### src/rtl/oric_kbd_matrix_if.sv
// oric_kbd_matrix_if
//   Bundles the keyboard-side signals of oric_kbd_matrix.
//   ps2_key   : host PS/2 event word {toggle, press, ext, code[7:0]}
//   row_sel   : matrix row being scanned (VIA PB2:0)
//   col_mask  : active-low column select (PSG port A)
//   key_sense : 1 when a selected column in row_sel holds a pressed key
//   nmi_n     : active-low NMI request (Oric reset button on F12)
//   key_act   : one-cycle pulse per accepted matrix update
//   master drives the host/scan side, slave is the keyboard block.
interface oric_kbd_matrix_if;
   logic [10:0] ps2_key;
   logic [2:0]  row_sel;
   logic [7:0]  col_mask;
   logic        key_sense;
   logic        nmi_n;
   logic        key_act;

   modport master (
      output ps2_key,
      output row_sel,
      output col_mask,
      input  key_sense,
      input  nmi_n,
      input  key_act
   );

   modport slave (
      input  ps2_key,
      input  row_sel,
      input  col_mask,
      output key_sense,
      output nmi_n,
      output key_act
   );
endinterface

### src/rtl/oric_kbd_matrix.sv
// oric_kbd_matrix
//   Turns host PS/2 key events into the Oric 8x8 keyboard matrix and answers the
//   VIA row/column scan with the PB3 sense bit. F12 drives the NMI (reset button).
//   Ports:
//     clk_sys  : system clock
//     reset_n  : asynchronous active-low reset
//     io_kbd   : oric_kbd_matrix_if.slave (ps2_key, row_sel, col_mask in;
//                key_sense, nmi_n, key_act out)
//   Pipeline from the toggle edge: cycle 0 event sampled, cycle 1 ROM address,
//   cycle 2 ROM data, cycle 3 matrix write + key_act, cycle 4 key_sense.
module oric_kbd_matrix #(
   parameter int unsigned NMI_STRETCH = 64
) (
   input  logic                clk_sys,
   input  logic                reset_n,
   oric_kbd_matrix_if.slave    io_kbd
);

   localparam int unsigned CntW = (NMI_STRETCH < 1) ? 1 : $clog2(NMI_STRETCH + 1);

   // Stage 0: toggle copy and captured event {press, ext, code}
   logic             r_tog;
   logic             r_evt_vld;
   logic [9:0]       r_evt;
   // Stage 1: ROM address
   logic             r_addr_vld;
   logic [9:0]       r_addr;
   // Stage 2: ROM data
   logic             r_map_vld;
   logic             r_map_nmi;
   logic             r_map_press;
   logic [2:0]       r_map_row;
   logic [2:0]       r_map_col;
   // Matrix and outputs
   logic [7:0][7:0]  r_matrix;
   logic             r_key_act;
   logic             r_key_sense;
   logic             r_nmi_n;
   logic             r_nmi_held;
   logic [CntW-1:0]  r_nmi_cnt;

   logic             w_evt;
   logic             w_hit;
   logic             w_nmi;
   logic [5:0]       w_cell;
   logic             w_held_d;
   logic [CntW-1:0]  w_cnt_d;

   assign w_evt = io_kbd.ps2_key[10] ^ r_tog;

   // Map ROM, indexed by {ext, code}; w_cell is {row, col} in octal.
   always_comb begin
      w_hit  = 1'b1;
      w_nmi  = 1'b0;
      w_cell = 6'o00;
      case (r_addr[8:0])
         9'h029: w_cell = 6'o00;  // Space
         9'h01A: w_cell = 6'o01;  // Z
         9'h022: w_cell = 6'o02;  // X
         9'h021: w_cell = 6'o03;  // C
         9'h02A: w_cell = 6'o04;  // V
         9'h032: w_cell = 6'o05;  // B
         9'h031: w_cell = 6'o06;  // N
         9'h03A: w_cell = 6'o07;  // M
         9'h016: w_cell = 6'o10;  // 1
         9'h01E: w_cell = 6'o11;  // 2
         9'h026: w_cell = 6'o12;  // 3
         9'h025: w_cell = 6'o13;  // 4
         9'h02E: w_cell = 6'o14;  // 5
         9'h036: w_cell = 6'o15;  // 6
         9'h03D: w_cell = 6'o16;  // 7
         9'h03E: w_cell = 6'o17;  // 8
         9'h046: w_cell = 6'o20;  // 9
         9'h045: w_cell = 6'o21;  // 0
         9'h04E: w_cell = 6'o22;  // -
         9'h055: w_cell = 6'o23;  // =
         9'h015: w_cell = 6'o24;  // Q
         9'h01D: w_cell = 6'o25;  // W
         9'h024: w_cell = 6'o26;  // E
         9'h02D: w_cell = 6'o27;  // R
         9'h02C: w_cell = 6'o30;  // T
         9'h035: w_cell = 6'o31;  // Y
         9'h03C: w_cell = 6'o32;  // U
         9'h043: w_cell = 6'o33;  // I
         9'h044: w_cell = 6'o34;  // O
         9'h04D: w_cell = 6'o35;  // P
         9'h054: w_cell = 6'o36;  // [
         9'h05B: w_cell = 6'o37;  // ]
         9'h01B: w_cell = 6'o40;  // S
         9'h023: w_cell = 6'o41;  // D
         9'h02B: w_cell = 6'o42;  // F
         9'h034: w_cell = 6'o43;  // G
         9'h012: w_cell = 6'o44;  // Left shift
         9'h033: w_cell = 6'o45;  // H
         9'h03B: w_cell = 6'o46;  // J
         9'h042: w_cell = 6'o47;  // K
         9'h04B: w_cell = 6'o50;  // L
         9'h04C: w_cell = 6'o51;  // ;
         9'h052: w_cell = 6'o52;  // '
         9'h05D: w_cell = 6'o53;  // backslash
         9'h041: w_cell = 6'o54;  // ,
         9'h049: w_cell = 6'o55;  // .
         9'h04A: w_cell = 6'o56;  // /
         9'h076: w_cell = 6'o57;  // Esc
         9'h014: w_cell = 6'o60;  // Left ctrl
         9'h066: w_cell = 6'o61;  // Backspace -> DEL
         9'h175: w_cell = 6'o62;  // E0 up
         9'h172: w_cell = 6'o63;  // E0 down
         9'h16B: w_cell = 6'o64;  // E0 left
         9'h01C: w_cell = 6'o65;  // A
         9'h174: w_cell = 6'o66;  // E0 right
         9'h00E: w_cell = 6'o67;  // backtick
         9'h005: w_cell = 6'o70;  // F1 -> FUNCT
         9'h114: w_cell = 6'o71;  // E0 right ctrl
         9'h059: w_cell = 6'o74;  // Right shift
         9'h05A: w_cell = 6'o75;  // Return
         9'h15A: w_cell = 6'o75;  // Keypad Enter shares the Return cell
         9'h007: begin            // F12: NMI only, never the matrix
            w_hit = 1'b0;
            w_nmi = 1'b1;
         end
         default: w_hit = 1'b0;
      endcase
   end

   // NMI stays low while F12 is held or the stretch counter is still running.
   always_comb begin
      w_held_d = r_nmi_held;
      w_cnt_d  = r_nmi_cnt;
      if (r_nmi_cnt != '0) begin
         w_cnt_d = r_nmi_cnt - 1'b1;
      end
      if (r_map_nmi) begin
         w_held_d = r_map_press;
         if (r_map_press) begin
            w_cnt_d = CntW'(NMI_STRETCH);
         end
      end
   end

   always_ff @(posedge clk_sys or negedge reset_n) begin
      if (!reset_n) begin
         r_tog       <= 1'b0;
         r_evt_vld   <= 1'b0;
         r_evt       <= '0;
         r_addr_vld  <= 1'b0;
         r_addr      <= '0;
         r_map_vld   <= 1'b0;
         r_map_nmi   <= 1'b0;
         r_map_press <= 1'b0;
         r_map_row   <= '0;
         r_map_col   <= '0;
         r_matrix    <= '0;
         r_key_act   <= 1'b0;
         r_key_sense <= 1'b0;
         r_nmi_n     <= 1'b1;
         r_nmi_held  <= 1'b0;
         r_nmi_cnt   <= '0;
      end else begin
         r_tog     <= io_kbd.ps2_key[10];
         r_evt_vld <= w_evt;
         if (w_evt) begin
            r_evt <= io_kbd.ps2_key[9:0];
         end

         r_addr_vld <= r_evt_vld;
         r_addr     <= r_evt;

         r_map_vld   <= r_addr_vld & w_hit;
         r_map_nmi   <= r_addr_vld & w_nmi;
         r_map_press <= r_addr[9];
         r_map_row   <= w_cell[5:3];
         r_map_col   <= w_cell[2:0];

         r_key_act <= r_map_vld;
         if (r_map_vld) begin
            r_matrix[r_map_row][r_map_col] <= r_map_press;
         end

         r_key_sense <= |(r_matrix[io_kbd.row_sel] & ~io_kbd.col_mask);

         r_nmi_held <= w_held_d;
         r_nmi_cnt  <= w_cnt_d;
         r_nmi_n    <= ~(w_held_d | (w_cnt_d != '0));
      end
   end

   assign io_kbd.key_sense = r_key_sense;
   assign io_kbd.nmi_n     = r_nmi_n;
   assign io_kbd.key_act   = r_key_act;

endmodule

### src/flat_wrapper.sv
// flat-port wrapper written by rule: the top's interface ports become plain ports
module oric_kbd_matrix_flat 
#(
   parameter int unsigned NMI_STRETCH = 64
)
  (clk_sys, reset_n, io_kbd_ps2_key, io_kbd_row_sel, io_kbd_col_mask, io_kbd_key_sense, io_kbd_nmi_n, io_kbd_key_act);
  oric_kbd_matrix_if io_kbd_i ();
  input  logic clk_sys;
  input  logic reset_n;
  input wire logic [$bits(io_kbd_i.ps2_key)-1:0] io_kbd_ps2_key;
  input wire logic [$bits(io_kbd_i.row_sel)-1:0] io_kbd_row_sel;
  input wire logic [$bits(io_kbd_i.col_mask)-1:0] io_kbd_col_mask;
  output wire logic [$bits(io_kbd_i.key_sense)-1:0] io_kbd_key_sense;
  output wire logic [$bits(io_kbd_i.nmi_n)-1:0] io_kbd_nmi_n;
  output wire logic [$bits(io_kbd_i.key_act)-1:0] io_kbd_key_act;
  assign io_kbd_i.ps2_key = io_kbd_ps2_key;
  assign io_kbd_i.row_sel = io_kbd_row_sel;
  assign io_kbd_i.col_mask = io_kbd_col_mask;
  assign io_kbd_key_sense = io_kbd_i.key_sense;
  assign io_kbd_nmi_n = io_kbd_i.nmi_n;
  assign io_kbd_key_act = io_kbd_i.key_act;
  oric_kbd_matrix #(.NMI_STRETCH(NMI_STRETCH)) u_core (.clk_sys(clk_sys), .reset_n(reset_n), .io_kbd(io_kbd_i));
endmodule
### config.mk
export PLATFORM = sky130hd
export DESIGN_NAME = oric_kbd_matrix_flat
export DESIGN_NICKNAME = d
export VERILOG_FILES = /design/src/rtl/oric_kbd_matrix_if.sv /design/src/rtl/oric_kbd_matrix.sv /design/src/flat_wrapper.sv
export SDC_FILE = /design/constraint.sdc
export NUM_CORES = 1
export LEC_CHECK = 0
export BUFFER_PORTS_ARGS = -buffer_cell sky130_fd_sc_hd__buf_2
export CAP_MARGIN = 0
export CORE_MARGIN = 10
export CORE_UTILIZATION = 35
export CTS_CLUSTER_SIZE = 16
export DETAILED_ROUTE_END_ITERATION = 8
export GPL_TIMING_DRIVEN = 1
export PLACE_DENSITY = 0.51
export SYNTH_ARGS = -nofsm -noshare
export SYNTH_HDL_FRONTEND = slang
export SYNTH_SLANG_ARGS = --single-unit
### constraint.sdc
create_clock -name clk_sys -period 1.9 [get_ports clk_sys]
set_input_delay 0.095 -clock clk_sys [delete_from_list [all_inputs] [get_ports clk_sys]]
set_output_delay 0.095 -clock clk_sys [all_outputs]
set_load 0.005 [all_outputs]
Word-level counts from Yosys, hierarchy flattened

Index checks and enable logic that the tools add are counted.
Widths: inputs -> output; s select.

Register bits after elaboration: 107
Bits of input ports: 24
Output and inout bits: 3
Logic and storage cells: 119

Add/subtract/negate cells: 1
Order comparisons: 5
Equality and inequality tests: 62
Muxes and demuxes: 14
Bitwise gates (word level): 7
Reduce and logical (&&, ||, !) cells: 7

Operators with widths:

| operator            | number |
|---|---|
| $pmux 6 s59         | 1 |
| $eq 9x6->1 const B  | 23 |
| $eq 9x7->1 const B  | 21 |
| $eq 9x5->1 const B  | 9 |
| $bwmux 64           | 1 |
| $reduce_or 61->1    | 1 |
| $eq 9x9->1 const B  | 6 |
| $bmux 8 s3          | 1 |
| $demux 8 s3         | 1 |
| $mux 7              | 3 |
| $eq 9x3->1 const B  | 2 |
| $mux 8              | 2 |
| $reduce_bool 7->1   | 2 |
| $lt 3x4->1 const B  | 3 |
| $eq 9x4->1 const B  | 1 |
| $and 8x8->8         | 1 |
| $not 8->8           | 1 |
| $reduce_or 8->1     | 1 |
| $sub 7x1->7 const B | 1 |
| $ge 3x1->1 const B  | 2 |
| $mux 1              | 4 |
| $demux 1 s3         | 1 |
| $and 1x1->1         | 2 |
| $logic_and 1x1->1   | 2 |
| other kinds (4)     | 4 |

Depth between registers and ports, before layout

Depth after elaboration: 7
Gate-level depth with buffers: 8
Depth with buffers taken out: 8

Least setup slack after synthesis

OpenSTA, ideal clock, no wires.

Path kind: input port to flip-flop
Start: in io_kbd_row_sel[1]
End: reg u_core.r_key_sense (netlist: u_core.io_kbd.key_sense)
Library setup time: 139 ps
Arrival time: 1655 ps
Data required time: 1761 ps
Path slack: 107 ps
Stages: 6
Path buffers: 2
Path through: clkbuf_1 > clkbuf_1 > mux4_2 > mux2i_1 > o22ai_1 > or4_1

Longest elaborated chain between the ends: 4

RTL lines:

| what                         | line                   | RTL |
|---|---|---|
| start: declaration           | flat_wrapper.sv:11     | `input wire logic [$bits(io_kbd_i.row_sel)-1:0] io_kbd_row_sel;` |
| $bmux 8 s3                   | oric_kbd_matrix.sv:180 | `r_key_sense <= \|(r_matrix[io_kbd.row_sel] & ~io_kbd.col_mask);` |
| $mux 8 (implied by the code) | oric_kbd_matrix.sv:180 |  |
| $and 8x8->8                  | oric_kbd_matrix.sv:180 |  |
| $reduce_or 8->1              | oric_kbd_matrix.sv:180 |  |
| end signal: assignment       | oric_kbd_matrix.sv:180 |  |
| end: declaration             | oric_kbd_matrix.sv:37  | `logic r_key_sense;` |

Every way passes these cells. The select of a mux whose other input is x is not followed.
A chain may end at the register's enable or synchronous reset.

Worst setup path in the final report

Start: reg u_core.r_addr[4]
End: reg u_core.r_map_col[0]

Longest elaborated chain between the ends: 3
Elaborated cells between the ends (all ways): 62
Those cells by class: eq/ne: 60; mux: 1; reduce/logical: 1

RTL lines:

| what                                            | line                   | RTL |
|---|---|---|
| start: declaration                              | oric_kbd_matrix.sv:27  | `logic [9:0] r_addr;` |
| start signal: assignment                        | oric_kbd_matrix.sv:167 | `r_addr <= r_evt;` |
| $eq 9x7->1 / $eq 9x9->1 (equally long branches) | oric_kbd_matrix.sv:56  | `case (r_addr[8:0])` |
| $reduce_or 2->1 (no source line)                | --                     |  |
| $pmux 6 s59 *                                   | oric_kbd_matrix.sv:56  |  |
| net u_core.w_cell[0]                            | oric_kbd_matrix.sv:45  | `logic [5:0] w_cell;` |
| end signal: assignment                          | oric_kbd_matrix.sv:173 | `r_map_col <= w_cell[2:0];` |
| end: declaration                                | oric_kbd_matrix.sv:33  | `logic [2:0] r_map_col;` |

Mark *: on every way through the listed nets, which the timed path passes. The rest lies on a longest branch.

==> results.md <==
- The worst setup path category is register to register.
- The total DRC errors in the routed layout is 0.
- Of the cells placed in the final design, the portion with a size suffix greater than 1 is 0.419.
- Setup violations remaining at the end of the flow were counted as 2.
- Clock-pin slew was measured on the worst setup and hold paths at 0.08 ns.
- The sink count of the clock tree is 107.
- TritonCTS built the clock tree.
- The share of total power dissipated in combinational logic is 0.290.
- The final layout contains 715 nets.
- The first routing iteration left 403 violations.
- The part of the total power dissipated in sequential elements is 0.411.
- Leaving out fill and tap cells, the most frequent cell in the layout is buf_4.
- The switching fraction of total power is 0.326.
- The finished layout holds 914 standard cells, fillers aside.
- IR analysis of the VDD net gives a maximum drop of 0.445 mV.
- The library cell used as clock root buffer is clkbuf_16.
- The number of nets in the synthesized netlist is 584.
- The largest fanout on the critical path is 6.
- The checks that failed: negative setup slack.
- The HPWL after detailed placement is 12.5 mm.
- At the end of routability-driven placement, the weighted congestion stood at 0.948.
- The summed negative setup slack over all endpoints is -0.0580 ns.
- The first-pass GRT wire length is 27.8 mm.
- The number of antenna cells inserted is 0.
- In this run the tightest slew margin relative to its limit is 0.610.
- In this run the count of I/O pins placed on the die edge is 27.
- The maximum number of pins on one net before global-route repair is 65.
- The total area inside the core boundary comes to 0.0166 mm^2.
- The die width is 150 um.
- The register bit count reported by yosys is 107.
- The mapped netlist covers 0.00593 mm^2.
- The count of pins over their slew limit is 0.
- The setup slack after layout is -0.0471 ns.
- Setup repair after global routing could not meet its margin everywhere.
- Port buffering added 26 buffers.
- During synthesis, Yosys emitted a total of 0 warnings.
- The initial core utilization is 0.357.
- The slew at the pin closest to its max-slew limit is 0.586 ns.
- The portion of total power attributed to the clock network is 0.299.
- Counting flops with a built-in enable in the synthesized netlist gives 0.
- For this run, the register share of the synthesized area comes to 0.452.
- The routed design has 17.0 mm of wire.
- The maximum root-to-sink buffer count is 2.
- The launching instance or port of the critical path is u_core.r_addr[4].
- The routed layout has 4877 vias.
- The internal portion of total power is 4530 uW.
- Counting I/O delays and the setup requirement, the final critical path takes 1.95 ns.
- The worst slack at placement is -0.141 ns.
- In the finished design, the share of the clock period the worst path needs comes to 1.02.
- The launching element type of the critical path is a register.
- For the worst setup path, the data required time is 2.15 ns.
- The initial antenna violation count was 0.
- The number of rows in the core area is 47.
- The number of failing hold endpoints at the final stage came to 0.
- The beginning of the worst register-to-register path is u_core.r_addr[4].
- The number of clock buffers inserted by TritonCTS is 9.
- The total congestion overflow after global routing is 0.
- The flow ran to the end, but the final reports show violations.
- After synthesis, the netlist uses 60 different library cells.
- The worst clock skew on the final layout is 0.0105 ns.
- The via count of the first global-routing pass came to 5063.
- For this run, the detailed router's first-pass iteration total came to 4.
- In the routed layout, each cell is associated on average with a via count of 5.34.
- A synthesized cell averages 10.6 um^2.
- The number of nets with antenna violations after detailed routing is 0.
- The async set-or-reset flop fraction in the synthesized netlist is 1.00.
- The die is 150 um tall.
- The area enclosed by the die boundary is 0.0225 mm^2.
- The routed length per placed instance is 18.6 um.
- The deepest level of the CTS H-tree is 3.
- The reported leakage power is 0.00355 uW.
- The switching power of the nets is 2190 uW.
- In this run, placement finished with an instance count of 884.
- The hold path startpoint is io_kbd_col_mask[5].
- Data on the critical path arrives at its endpoint at 2.19 ns.
- Derived from the worst setup path, the maximum achievable clock frequency is 514 MHz.
- In the global route stage, overall resource usage came out at 0.156.
- The top flip-flop cell by instance count after synthesis is dfrtp_1.
- Across the run, the number of max-cap violations was 0.
- Clock latency on the worst-skew pair, taken at its later pin, is 0.36 ns.
- Dividing total power by cell area gives a power density of 860 mW/mm^2.
- The gate count after technology mapping is 558.
- The top cell types in the final layout, fill and taps aside, are buf_4 (111), dfrtp_1 (101), nand2_1 (84), mux2_2 (74), nor2_1 (37).
- On the final layout, the worst hold slack is 0.0794 ns.
- The capturing element type of the critical path is a register.
- In this run the worst hold path is classified as input port to register.
- The end-of-flow core utilization is 0.471.
- The layout-stage area growth over the synthesis result is 31.9%.
[sequential cells by signal (all words and copies together) (netlist names)]
signal and count:
u_core.r_matrix 64, u_core.r_addr 10, u_core.r_evt 10, u_core.r_nmi_cnt 7
u_core.r_map_col 3, u_core.r_map_row 3, u_core.io_kbd.key_act 1, u_core.io_kbd.key_sense 1
u_core.io_kbd.nmi_n 1, u_core.r_addr_vld 1, u_core.r_evt_vld 1, u_core.r_map_nmi 1
u_core.r_map_press 1, u_core.r_map_vld 1, u_core.r_nmi_held 1, u_core.r_tog 1
[metrics by stage]
stage / instance area (um^2) / power (uW)
2_1_floorplan: 5930 / 3740
3_3_place_gp: 7090 / 4550
3_5_place_dp: 7090 / 4580
4_1_cts: 7650 / 6700
5_1_grt: 7820 / 7080
6_report: 7820 / 6720
[what timing repair did]
action                                 in CTS  in global routing
pin swaps                                   4                 14
buffers inserted                            2                  0
cloned                                      0                  0
hold buffers                               12                  0
gates resized for setup                    29                 37
endpoints found under the hold margin      37                  0
setup endpoints to repair                   8                  9
[kinds of logic after synthesis]
kind of cell,count (synthesis),synth area share
DFF,107,0.452
buffers and inverters,43,0.0331
adders and majority gates,2,0.00422
and+or+nand+nor,229,0.190
AOI/OAI and AO/OA,63,0.0730
muxes,103,0.232
xor gates and xnor gates,11,0.0163
[final timing paths]
path,cells after the start,slack (ns),to
max,9,-0.05,u_core.r_map_col[0]
min,3,0.08,u_core.io_kbd.key_sense
max reg2reg,9,-0.05,u_core.r_map_col[0]
min reg2reg,0,0.35,u_core.r_map_press
max in group asynchronous,3,1.01,u_core.r_addr[8]
min in group asynchronous,2,0.20,u_core.r_matrix[3]
[per-layer routing]
layer / track usage / vias to the layer above / part of all wire
met5: 0 / - / 0
met4: 0.0530 / 0 / 0.020
met3: 0.0300 / 22 / 0.036
met2: 0.248 / 98 / 0.47
met1: 0.210 / 2452 / 0.47
li1: - / 2305 / -
[worst max-delay path, cell delays in order (launching register included)]
cell and delay [ns]:
dfrtp_1 0.41, buf_4 0.17, nor2b_1 0.13, buf_4 0.16, buf_4 0.13, a31oi_2 0.17, o32ai_2 0.11, nor4_2 0.32
buf_4 0.17, nand3_1 0.06
[Yosys cell counts, types with 3 or more instances]
master / n / area, um^2
dfrtp_1: 106 / 2650
nand2_1: 86 / 323
mux2_2: 74 / 833
nor2_1: 40 / 150
clkbuf_1: 26 / 97.6
nor3_1: 19 / 95.1
mux2i_1: 13 / 130
mux4_1: 13 / 342
nand2b_1: 13 / 81.3
nand3_1: 13 / 65.1
o22ai_1: 13 / 81.3
a21oi_1: 11 / 55.1
nand4_1: 11 / 68.8
nor2b_1: 11 / 68.8
nor3b_1: 9 / 67.6
xnor2_1: 9 / 78.8
buf_2: 6 / 30.0
nor4_1: 6 / 37.5
o21ai_0: 6 / 30.0
inv_1: 5 / 18.8
a31oi_1: 4 / 25.0
nand3b_1: 4 / 30.0
a211oi_1: 3 / 22.5
a311oi_1: 3 / 26.3
and3b_1: 3 / 26.3
buf_1: 3 / 11.3
mux4_2: 3 / 67.6
o21bai_1: 3 / 22.5
[power by group through the flow]
stage	Clock, uW	Combinational, uW	Sequential [uW]
after floorplan	0	1040	2700
after global placement	0	1780	2770
after detailed placement	0	1790	2790
after CTS	2080	1860	2750
after global routing	2170	2100	2800
final	2010	1950	2760
[layout make-up]
type	instances	area, um^2
Clock buffer	10	239
Clock inverter	6	82.6
Fill cell	1568	8760
Inverter	5	18.8
Multi-Input combinational cell	408	3290
Sequential cell	107	2690
Tap cell	220	275
Timing Repair Buffer	158	1230
No activity file was read; power rests on OpenSTA's default activity.
